`src/rtl/wisc_pkg.sv`:
```
// Shared types and encodings for the WISC pipeline hazard/forwarding control.
package wisc_pkg;

    localparam int unsigned REG_W = 3;

    localparam logic [1:0] RS_REG = 2'b00;
    localparam logic [1:0] RS_WB  = 2'b01;
    localparam logic [1:0] RS_MEM = 2'b10;

    localparam logic [1:0] RT_MEM = 2'b00;
    localparam logic [1:0] RT_WB  = 2'b01;
    localparam logic [1:0] RT_REG = 2'b10;
    localparam logic [1:0] RT_IMM = 2'b11;

    typedef enum logic [1:0] {
        RUN    = 2'd0,
        DRAIN  = 2'd1,
        HALTED = 2'd2
    } hz_state_e;

    typedef struct packed {
        logic             v;
        logic [REG_W-1:0] rd;
        logic             ld;
    } sb_slot_t;

endpackage

```
`src/rtl/wisc_fwd_sel.sv`:
```
// Combinational forwarding select for one ALU source; is_rt picks the Rt encoding.
module wisc_fwd_sel
    import wisc_pkg::*;
(
    input  logic [REG_W-1:0] src,
    input  logic             used,
    input  logic             use_imm,
    input  logic             is_store,
    input  logic             is_rt,
    input  logic             ex_v,
    input  logic [REG_W-1:0] ex_rd,
    input  logic             mem_v,
    input  logic [REG_W-1:0] mem_rd,
    output logic [1:0]       sel_c
);

    logic [1:0] reg_enc;
    logic [1:0] ex_enc;

    always_comb begin
        reg_enc = is_rt ? RT_REG : RS_REG;
        ex_enc  = is_rt ? RT_MEM : RS_MEM;
        sel_c   = reg_enc;
        // Store data always needs Rt; EX substitutes the immediate for the address itself.
        if (is_rt && use_imm && !is_store) begin
            sel_c = RT_IMM;
        end else if (used) begin
            if (ex_v && (ex_rd == src)) begin
                sel_c = ex_enc;
            end else if (mem_v && (mem_rd == src)) begin
                sel_c = is_rt ? RT_WB : RS_WB;
            end
        end
    end

endmodule

```
`src/rtl/wisc_hazard_ctrl.sv`:
```
// Decode-stage hazard controller: destination scoreboard, forwarding selects,
// load-use stall, EX-resolved flush and halt drain sequencing.
module wisc_hazard_ctrl
    import wisc_pkg::*;
#(
    parameter int unsigned DRAIN_CYC = 2
) (
    input  logic             clk,
    input  logic             rst_n,
    input  logic             id_valid,
    input  logic [REG_W-1:0] id_rs,
    input  logic             id_rs_used,
    input  logic [REG_W-1:0] id_rt,
    input  logic             id_rt_used,
    input  logic             id_use_imm,
    input  logic             id_is_store,
    input  logic             id_is_load,
    input  logic [REG_W-1:0] id_rd,
    input  logic             id_wr_en,
    input  logic             ex_change_pc,
    input  logic             ex_exception,
    input  logic             ex_halt,
    output logic [1:0]       rs_select_ex,
    output logic [1:0]       rt_select_ex,
    output logic             stall_if,
    output logic             flush_ifid,
    output logic             bubble_ex,
    output logic             halted
);

    localparam int unsigned CNT_W = $clog2(DRAIN_CYC + 1);

    hz_state_e        state;
    hz_state_e        state_nxt;
    logic [CNT_W-1:0] cnt;
    logic [CNT_W-1:0] cnt_nxt;

    // The WB slot is covered by register-file write-before-read, so only EX and MEM are tracked.
    sb_slot_t         ex_slot;
    logic             mem_v;
    logic [REG_W-1:0] mem_rd;

    logic             luse_c;
    logic             flush_req_c;
    logic [1:0]       rs_sel_c;
    logic [1:0]       rt_sel_c;

    assign luse_c = id_valid & ex_slot.v & ex_slot.ld &
                    ((id_rs_used & (id_rs == ex_slot.rd)) |
                     (id_rt_used & (id_rt == ex_slot.rd)));
    assign flush_req_c = ex_change_pc | ex_exception;

    wisc_fwd_sel u_rs_sel (
        .src      (id_rs),
        .used     (id_rs_used),
        .use_imm  (1'b0),
        .is_store (1'b0),
        .is_rt    (1'b0),
        .ex_v     (ex_slot.v),
        .ex_rd    (ex_slot.rd),
        .mem_v    (mem_v),
        .mem_rd   (mem_rd),
        .sel_c    (rs_sel_c)
    );

    wisc_fwd_sel u_rt_sel (
        .src      (id_rt),
        .used     (id_rt_used),
        .use_imm  (id_use_imm),
        .is_store (id_is_store),
        .is_rt    (1'b1),
        .ex_v     (ex_slot.v),
        .ex_rd    (ex_slot.rd),
        .mem_v    (mem_v),
        .mem_rd   (mem_rd),
        .sel_c    (rt_sel_c)
    );

    // State register for the halt sequencer.
    always_ff @(posedge clk or negedge rst_n) begin
        if (!rst_n) begin
            state <= RUN;
            cnt   <= '0;
        end else begin
            state <= state_nxt;
            cnt   <= cnt_nxt;
        end
    end

    // Next state plus pipeline control; flush outranks load-use.
    always_comb begin
        state_nxt  = state;
        cnt_nxt    = cnt;
        stall_if   = 1'b0;
        flush_ifid = 1'b0;
        bubble_ex  = 1'b0;
        case (state)
            RUN: begin
                if (flush_req_c) begin
                    flush_ifid = 1'b1;
                    bubble_ex  = 1'b1;
                end else if (luse_c) begin
                    stall_if  = 1'b1;
                    bubble_ex = 1'b1;
                end
                if (ex_halt) begin
                    state_nxt = DRAIN;
                    cnt_nxt   = CNT_W'(DRAIN_CYC);
                end
            end
            DRAIN: begin
                stall_if   = 1'b1;
                flush_ifid = 1'b1;
                bubble_ex  = 1'b1;
                cnt_nxt    = cnt - CNT_W'(1);
                if (cnt == CNT_W'(1)) begin
                    state_nxt = HALTED;
                end
            end
            HALTED: begin
                stall_if  = 1'b1;
                bubble_ex = 1'b1;
            end
            default: begin
                state_nxt = RUN;
            end
        endcase
    end

    // Scoreboard shift; downstream slots never freeze.
    always_ff @(posedge clk or negedge rst_n) begin
        if (!rst_n) begin
            ex_slot <= '0;
            mem_v   <= 1'b0;
            mem_rd  <= '0;
        end else begin
            mem_v  <= ex_slot.v;
            mem_rd <= ex_slot.rd;
            if (bubble_ex) begin
                ex_slot <= '0;
            end else begin
                ex_slot.v  <= id_valid & id_wr_en;
                ex_slot.rd <= id_rd;
                ex_slot.ld <= id_is_load;
            end
        end
    end

    // Registered selects for EX and the sticky halted flag.
    always_ff @(posedge clk or negedge rst_n) begin
        if (!rst_n) begin
            rs_select_ex <= RS_REG;
            rt_select_ex <= RT_REG;
            halted       <= 1'b0;
        end else begin
            rs_select_ex <= bubble_ex ? RS_REG : rs_sel_c;
            rt_select_ex <= bubble_ex ? RT_REG : rt_sel_c;
            halted       <= (state_nxt == HALTED);
        end
    end

endmodule

```
`config.mk`:
```
export PLATFORM = sky130hd
export DESIGN_NAME = wisc_hazard_ctrl
export DESIGN_NICKNAME = d
export VERILOG_FILES = /design/src/rtl/wisc_pkg.sv /design/src/rtl/wisc_fwd_sel.sv /design/src/rtl/wisc_hazard_ctrl.sv
export SDC_FILE = /design/constraint.sdc
export NUM_CORES = 1
export LEC_CHECK = 0
export CAP_MARGIN = 5
export CORE_ASPECT_RATIO = 1.2
export CORE_UTILIZATION = 48
export DETAILED_ROUTE_END_ITERATION = 10
export MAX_ROUTING_LAYER = met4
export PLACE_DENSITY = 0.89
export SYNTH_ARGS = -nofsm -noshare
export SYNTH_HDL_FRONTEND = slang
export SYNTH_SLANG_ARGS = --single-unit
```
`constraint.sdc`:
```
create_clock -name clk -period 4.23 [get_ports clk]
set_input_delay 0.423 -clock clk [delete_from_list [all_inputs] [get_ports clk]]
set_output_delay 0.423 -clock clk [all_outputs]
set_load 0.02 [all_outputs]
```
* Yosys cells after proc, flatten, opt, wreduce, memory -nomap -nowiden *
Cells that the tools add are included.

operators by class
  shifts and indexed selects = 0
  $add $sub $neg = 1
  divide/modulo/power cells = 0
  reductions and logical operators = 10
  multiply operators = 0
  magnitude comparators = 0
  bitwise gates (word level) = 8
  mux-type cells = 22
  eq/ne operators = 11

operators by type and width
  operator                                          count
  two-way mux 2 bit                                 11
  == test 3 bit                                     6
  bitwise AND 1 bit                                 6
  case mux 1 bit (2 select lines)                   3
  case mux 2 bit (3 select lines)                   1
  logical AND 1 bit                                 5
  two-way mux 1 bit                                 5
  two-way mux 5 bit                                 1
  == test 2 x 1 -> 1 bit, second input constant     2
  == test 2 bit, second input constant              2
  case mux 2 bit (2 select lines)                   1
  zero test 2 bit                                   1
  != test 2 bit, second input constant              1
  OR 1 bit                                          2
  AND reduction 2 bit                               1
  nonzero test 2 bit                                1
  OR reduction 2 bit                                1
  subtractor 2 x 1 -> 2 bit, second input constant  1
  zero test 1 bit                                   1

storage, ports and cells
  RAM bits = 0
  memory bits (read-only) = 0
  memories = 0
  bits in registers = 18
  bits in latches = 0
  logic and storage cells = 62

* Longest topological paths before layout *
Gate-level depths: netlist of the first run.

  word-level depth = 8
  mapped depth = 7

* Cells and area by module *
From an unflattened synthesis of the first run, not the netlist that was laid out.

second synthesis, totals
  cell total of the unflattened synthesis = 118
  area, all modules = 1104.8 µm²

by module, submodules not included
  module            area each (µm²)  instances  cells each  sequential area each (µm²)
  wisc_hazard_ctrl  844.6            1          84          451.7
  wisc_fwd_sel      130.1            2          17          0.0

* Least setup slack after synthesis of the first run *
OpenSTA, ideal clock, no wires.

  path type = register to output
  start point = reg state[0]
  end point = out bubble_ex
  setup slack = 2406 ps
  data arrival time = 1401 ps
  cell stages (with the launch flop) = 6
  required time = 3807 ps
  cells stage by stage = dfrtp_1 inv_1 ha_1 o21ai_0 a21oi_2 or2_1

between the ends
  longest elaborated chain between the ends = 3
  elaborated cells between the ends (all ways) = 5
  classes of those cells = 2 x eq/ne; 1 x mux; 2 x reduce/logical

ends and longest elaborated chain
  element                                                  line                    RTL
  start: declaration                                       wisc_hazard_ctrl.sv:33  hz_state_e state;
  start signal: assignment                                 wisc_hazard_ctrl.sv:85  state <= state_nxt;
  == test 2 x 1 -> 1 bit or == test 2 bit (tied branches)  wisc_hazard_ctrl.sv:97  case (state)
  OR reduction 2 bit (no line)                             n/a
  case mux 1 bit (2 select lines) *                        wisc_hazard_ctrl.sv:97
  end: declaration                                         wisc_hazard_ctrl.sv:27  output logic bubble_ex,

Mark *: on every way between the ends. The rest lies on a longest branch, timed or not.

* Worst setup path after layout of the first run *
  start point = in id_rs[1]
  end point = out bubble_ex

between the ends
  longest elaborated chain between the ends = 7

ends and longest elaborated chain
  element                          line                     RTL
  start: declaration               wisc_hazard_ctrl.sv:11   input logic [REG_W-1:0] id_rs,
  == test 3 bit                    wisc_hazard_ctrl.sv:49   ((id_rs_used & (id_rs == ex_slot.rd)) |
  bitwise AND 1 bit                wisc_hazard_ctrl.sv:49
  OR 1 bit                         wisc_hazard_ctrl.sv:49
  bitwise AND 1 bit                wisc_hazard_ctrl.sv:48   assign luse_c = id_valid & ex_slot.v & ex_slot.ld &
  two-way mux 1 bit                wisc_hazard_ctrl.sv:102  end else if (luse_c) begin
  two-way mux 1 bit                wisc_hazard_ctrl.sv:99   if (flush_req_c) begin
  case mux 1 bit (2 select lines)  wisc_hazard_ctrl.sv:97

Every way passes these cells.

==> flow_metrics.env, run 1 <==
export IMPL_post_cts_repair_setup_buffers=0
export IMPL_cp_cell_sequence="clkdlybuf4s50_1 -> xnor2_1 -> and4_1 -> o21a_1 -> or2_1 -> clkdlybuf4s50_1"
export IMPL_yosysWarnings=0
export IMPL_synth_seq_cells=18
export IMPL_synthCells=87
export IMPL_path_max_fanout=10
export IMPL_design_core_area_um2=1829
export IMPL_boundaryPins=29
export IMPL_yosys_area_share_simple_pct=21.97
export IMPL_period_share_pct=68.11
export IMPL_fin_skew_ns=0.01050
export IMPL_fillers=144
export IMPL_synth_xor_area_share_pct=11.19
export IMPL_antenna_found_initial=0
export IMPL_cap_violations=0
export IMPL_cts_tree="done"
export IMPL_status="finished, final reports clean"
export IMPL_h_tree_depth=1
export IMPL_wl_met2_um=1104
export IMPL_chipHeight_um=50.47
export IMPL_worstSetupStartpointType="primary input"
export IMPL_dp_final_hpwl_um=1598
export IMPL_synthAdderAreaFrac_pct=6.658
export IMPL_post_route_drc_count=0
export IMPL_rsz0062_at_grt="false"
export IMPL_start_util_pct=51.37
export IMPL_drt_iter0_markers=12
export IMPL_hold_viol_final=0
export IMPL_endpoint_kind="output port"
export IMPL_slew_viol_final=0
export IMPL_cts_resized=0
export IMPL_drive_gt1_share_pct=5.085
export IMPL_syn_area_per_cell_um2=10.80
export IMPL_place_congestion=0.8401
export IMPL_grt_start_max_net_pins=19
export IMPL_firstDrtPassIters=4
export IMPL_detail_route_antenna_nets=0
export IMPL_ir_worst_vdd_uv=186.9
export IMPL_grt_pass1_vias=783
export IMPL_cts_hold_buf=0
export IMPL_synth_cell_types=25
export IMPL_wl_met1_um=714
export IMPL_synth_mux_area_fraction_pct=0
export IMPL_clock_latency_ns=0.29
export IMPL_grt_usage_pct=20.95
export IMPL_power_density_nw_per_um2=231.1
export IMPL_synth_top_family_by_area="simple AND/OR/NAND/NOR gates"
export IMPL_rows=17
export IMPL_die_w_um=42.39
export IMPL_netlist_area_um2=939.7
export IMPL_slowest_delay_ns=0.60
export IMPL_max_freq_mhz=347.1
export IMPL_tightest_slew_ns=0.7893
export IMPL_viasPerCell=5.745
export IMPL_routed_wl_um=1964
export IMPL_crit_slowest_cell="clkdlybuf4s50_1"
export IMPL_hold_path_class="reg2reg"
export IMPL_fin_nets=145
export IMPL_seq_area_um2=451.7
export IMPL_final_util_pct=68.81
export IMPL_synth_top_cell_by_area="dfrtp_1"
export IMPL_yosysSeqAreaShare_pct=48.07
export IMPL_p_leak_uw=0.0005172
export IMPL_cts_buffer_depth=2
export IMPL_crit_arrival_ns=2.46
export IMPL_relSlewSlack_pct=47.21
export IMPL_setup_viol=0
export IMPL_synth_top_cell_area_share_pct=45.27
export IMPL_cts_made_buffers=3
export IMPL_wl_per_cell_um=14.34
export IMPL_syn_num_nets=113
export IMPL_grt_overflow_total=0
export IMPL_area_growth_pct=33.96
export IMPL_grt_pass1_wl_um=3256
export IMPL_fin_crit_ns=2.881
export IMPL_numPortBuffers=28
export IMPL_wl_met3_um=121
export IMPL_diodes=0
export IMPL_dieArea_um2=2139
export IMPL_multi_input_area_um2=461.7
export IMPL_maxUsedRoutingLayer="met4"
export IMPL_path_clk_slew_ns=0.09
export IMPL_finalSetupTns_ns=0
export IMPL_cts_sinks=18
export IMPL_synth_compound_gate_area_share_pct=9.321
export IMPL_path_class="in2out"
export IMPL_vias=787
export IMPL_worstPathRequired_ns=3.81
export IMPL_clockRootBuffer="clkbuf_4"
export IMPL_path_common_cell="clkdlybuf4s50_1"
export IMPL_ys_top_cells_by_area="dfrtp_1 (45%), xnor2_1 (11%), ha_1 (6.7%)"
-- cells in the mapped netlist, drive strengths merged --
master  number
nor3b        4
and4         3
a2111o       1
inv          4
nand2        3
o22a         1
o21a         1
nand2b       3
nand4        5
xnor2       12
nor4b        1
or2          1
buf          1
a31oi        1
o21ai        6
and3b        1
a21oi        4
nor2         4
dfstp        1
and3         1
nor3         5
dfrtp       17
nor2b        2
ha           5
-- area by class of cell --
cell class	instances	area share, %
Sequential cell	18	35.88
Inverter	4	1.193
Tap cell	19	1.889
Clock buffer	4	2.087
Timing Repair Buffer	28	22.27
Multi-Input combinational cell	64	36.68
-- layer usage --
layer | vias up | global-route usage (%)
li1 | 372 | -
met1 | 370 | 21.45
met2 | 41 | 39.23
met3 | 4 | 3.237
met4 | 0 | 8.333
met5 | - | -
-- through the flow --
| step | area [µm²] | setup slack (ns) | power, µW | std cells | hold WS, ns |
|---|---|---|---|---|---|
| 2_1_floorplan | 939.7 | 2.406 | 183.6 | 87 | 0.1274 |
| 3_3_place_gp | 1232 | 1.406 | 208.4 | 133 | 0.4209 |
| 3_5_place_dp | 1232 | 1.366 | 209.2 | 133 | 0.4345 |
| 4_1_cts | 1259 | 1.354 | 293.0 | 137 | 0.4579 |
| 5_1_grt | 1259 | 1.205 | 306.5 | 137 | 0.4655 |
| 6_report | 1259 | 1.349 | 290.9 | 137 | 0.4565 |
-- registers in the layout, summed over array words and instances (netlist names) --
| signal | flops |
|---|---|
| ex_slot | 5 |
| mem_rd | 3 |
| cnt | 2 |
| rs_select_ex | 2 |
| rt_select_ex | 2 |
| state | 2 |
| halted | 1 |
| mem_v | 1 |
-- power by group --
part / switching (µW) / internal, µW / total, µW
combinational: 12.0 / 21.7 / 33.8
clock: 48.6 / 36.6 / 85.2
sequential: 0 / 172 / 172
total: 60.6 / 230 / 291
-- kinds of logic after synthesis --
| logic type | count (synthesis) |
|---|---|
| buf+inv | 5 |
| compound gates | 14 |
| flops | 18 |
| fa+ha+maj | 5 |
| simple gates | 33 |
| xor+xnor | 12 |
-- final timing paths --
kind | slack [ns] | to | depth (start not counted) | startpoint
setup / recovery | 1.35 | bubble_ex | 6 | id_rs[1]
hold / removal | 0.46 | mem_v | 0 | ex_slot[4]
setup reg to reg | 2.58 | rt_select_ex[0] | 5 | state[0]
hold reg to reg | 0.46 | mem_v | 0 | ex_slot[4]
max in group asynchronous | 3.14 | rt_select_ex[0] | 1 | rst_n
min in group asynchronous | 0.59 | cnt[0] | 1 | rst_n
-- cell usage in the layout, fill, tap and decap left out, drive strengths merged --
| cell type | instances |
|---|---|
| a2111o | 1 |
| a21oi | 4 |
| a31oi | 1 |
| and3 | 1 |
| and3b | 1 |
| and4 | 3 |
| clkbuf | 4 |
| clkdlybuf4s50 | 28 |
| dfrtp | 17 |
| dfstp | 1 |
| ha | 5 |
| inv | 4 |
| nand2 | 3 |
| nand2b | 3 |
| nand4 | 5 |
| nor2 | 4 |
| nor2b | 2 |
| nor3 | 5 |
| nor3b | 4 |
| nor4b | 1 |
| o21a | 1 |
| o21ai | 6 |
| o22a | 1 |
| or2 | 1 |
| xnor2 | 12 |
-- worst max-delay path, delay by kind of cell --
| kind | cells | cell delay [ns] |
|---|---|---|
| simple gates | 2 | 0.40 |
| compound gates | 1 | 0.34 |
| xor+xnor | 1 | 0.24 |
| buf+inv | 2 | 1.06 |
Note: power is estimated with default switching activity, not from simulation.
==> run 2: changes to the inputs <==
--- a/config.mk
+++ b/config.mk
@@ -7,10 +7,10 @@
 export LEC_CHECK = 0
 export CAP_MARGIN = 5
 export CORE_ASPECT_RATIO = 1.2
-export CORE_UTILIZATION = 48
+export CORE_UTILIZATION = 41
 export DETAILED_ROUTE_END_ITERATION = 10
 export MAX_ROUTING_LAYER = met4
-export PLACE_DENSITY = 0.89
+export PLACE_DENSITY = 0.81
 export SYNTH_ARGS = -nofsm -noshare
 export SYNTH_HDL_FRONTEND = slang
 export SYNTH_SLANG_ARGS = --single-unit
==> constraint.sdc (replaced) <==
create_clock -name clk -period 2.4 [get_ports clk]
set_input_delay 0.24 -clock clk [delete_from_list [all_inputs] [get_ports clk]]
set_output_delay 0.24 -clock clk [all_outputs]
set_load 0.02 [all_outputs]
==> run 2 against run 1 <==
Register-to-register slack worse by 1.8 ns. Setup slack got worse by 1.2 ns. Global-route usage decreased by 1.8 points. Non-clock buffer count grew 2. Power up 89%. First-iteration DRC count down 33%. Largest power group unchanged. Highest routed layer unchanged.
==> flow_metrics.env, run 2 (synthesized netlist as in run 1, its figures left out) <==
export IMPL_viasPerCell=5.287
export IMPL_rows=18
export IMPL_status="finished, final reports clean"
export IMPL_power_internal_uw=434.2
export IMPL_dp_final_hpwl_um=1583
export IMPL_grt_start_max_net_pins=19
export IMPL_p_seq_share_pct=55.1
export IMPL_p_clk_share_pct=34.1
export IMPL_antenna_found_initial=0
export IMPL_cp_cell_sequence="inv_1 -> ha_1 -> nand4_1 -> nor3_1 -> o21ai_0 -> a21oi_1 -> dlygate4sd2_1"
export IMPL_firstDrtPassIters=4
export IMPL_diodes=0
export IMPL_totalPowerFinal_uw=550.5
export IMPL_clock_latency_ns=0.30
export IMPL_crit_arrival_ns=1.96
export IMPL_switchingPower_uw=116.3
export IMPL_post_route_drc_count=0
export IMPL_worstSetupStartpointType="register"
export IMPL_grt_overflow_total=0
export IMPL_cts_buffer_depth=2
export IMPL_start_util_pct=44.39
export IMPL_slowest_delay_ns=0.44
export IMPL_finalSetupTns_ns=0
export IMPL_hold_path_class="in2async"
export IMPL_grt_usage_pct=19.19
export IMPL_finalWorstSetupSlack_ns=0.1955
export IMPL_critPathTopFamily="buffers and inverters"
export IMPL_cts_tree="done"
export IMPL_sw_frac_of_total_pct=21.13
export IMPL_numPortBuffers=28
export IMPL_instances_no_fill=150
export IMPL_crit_slowest_cell="dfrtp_1"
export IMPL_period_share_pct=91.85
export IMPL_largest_register_ffs=5
export IMPL_drt_iter0_markers=8
export IMPL_tightest_slew_ns=0.7954
export IMPL_rsz0062_at_grt="false"
export IMPL_detail_route_antenna_nets=0
export IMPL_whs_ns=0.3943
export IMPL_max_freq_mhz=453.6
export IMPL_place_congestion=0.9091
export IMPL_power_density_nw_per_um2=425.1
export IMPL_final_common_cell="clkdlybuf4s50_1"
export IMPL_area_growth_pct=37.82
export IMPL_vias=793
export IMPL_routed_wl_um=2010
export IMPL_fin_crit_ns=2.204
export IMPL_place_ws_ns=0.1143
export IMPL_slew_viol_final=0
export IMPL_boundaryPins=29
export IMPL_fin_nets=147
export IMPL_cts_made_buffers=3
export IMPL_path_max_fanout=6
export IMPL_die_w_um=45.70
export IMPL_cap_violations=0
export IMPL_ir_worst_vdd_uv=350.4
export IMPL_p_leak_uw=0.0005285
export IMPL_top_regs="ex_slot (5), mem_rd (3)"
export IMPL_drive_gt1_share_pct=7.500
export IMPL_p_comb_share_pct=10.8
export IMPL_grt_pass1_vias=781
export IMPL_wl_per_cell_um=13.40
export IMPL_final_cell_mix="clkdlybuf4s50_1 (26), dfrtp_1 (17), xnor2_1 (12), o21ai_0 (6)"
export IMPL_cts_sinks=18
export IMPL_chipHeight_um=54.44
export IMPL_regMostFlops="ex_slot"
export IMPL_h_tree_depth=1
export IMPL_path_class="reg2out"
export IMPL_clockRootBuffer="clkbuf_4"
export IMPL_grt_pass1_wl_um=3208
export IMPL_setup_viol=0
export IMPL_hold_viol_final=0
export IMPL_relSlewSlack_pct=46.80
export IMPL_path_clk_slew_ns=0.10
export IMPL_endpoint_kind="output port"
export IMPL_dieArea_um2=2488
export IMPL_worstPathRequired_ns=2.16
export IMPL_critPathBufInv=2
export IMPL_place_inst=146
export IMPL_design_core_area_um2=2117
export IMPL_fin_skew_ns=0.002048
-- run 2: cell count changes in the layout (fill, tap and decap cells not counted) --
cell,previous run,this run
buf_4,0,2
clkdlybuf4s50_1,28,26
dlygate4sd2_1,0,2
clkbuf_1,1,0
clkbuf_8,0,1
-- run 2: repair_timing --
item / CTS / global route
hold buffers: 0 / 0
endpoints found under the setup margin: 2 / 0
resized for setup: 2 / 0
buffers inserted: 0 / 0
-- run 2: cell type report --
type / count / area [µm²]
timing repair buffer: 30 / 292.8
sequential: 18 / 451.7
multi-input combinational: 64 / 461.7
tap: 30 / 37.54
inverter: 4 / 15.01
clock buffer: 4 / 36.28
fill: 207 / 822.0
-- run 2: worst reg2reg max path: stages, from the launching register on --
cell and delay [ns]:
dfrtp_1 0.42, inv_1 0.09, ha_1 0.26, o21ai_0 0.17
a21oi_2 0.12, buf_4 0.19, a2111o_1 0.35
-- run 2: final timing paths --
kind | startpoint | endpoint | slack [ns] | cells after the start
max | state[1] | stall_if | 0.20 | 7
min | rst_n | state[0] | 0.39 | 1
max reg2reg | state[0] | rt_select_ex[1] | 0.74 | 6
min reg2reg | ex_slot[2] | mem_rd[1] | 0.44 | 0
max in group asynchronous | rst_n | rs_select_ex[0] | 1.52 | 1
min in group clk | ex_slot[2] | mem_rd[1] | 0.44 | 0
-- run 2: stage by stage --
| step | util [%] | instance area (µm²) |
|---|---|---|
| after floorplan | - | 939.7 |
| after global placement | 59.57 | 1261 |
| after detailed placement | 59.57 | 1261 |
| after CTS | 61.17 | 1295 |
| after global routing | 61.17 | 1295 |
| final | 61.17 | 1295 |
-- run 2: routing by layer --
metal | wire length [µm] | global-route usage, %
met5 | 0 | -
met4 | 42 | 8.824
met3 | 108 | 4.950
met2 | 1043 | 33.81
met1 | 816 | 19.79
-- run 2: power groups by stage --
stage	registers [µW]	logic (µW)	clock network, µW
global route	303	64.5	204
finish	303	59.7	188
CTS	303	60.0	193
floorplan	309	14.5	0
global placement	309	58.6	0
detailed placement	309	59.7	0
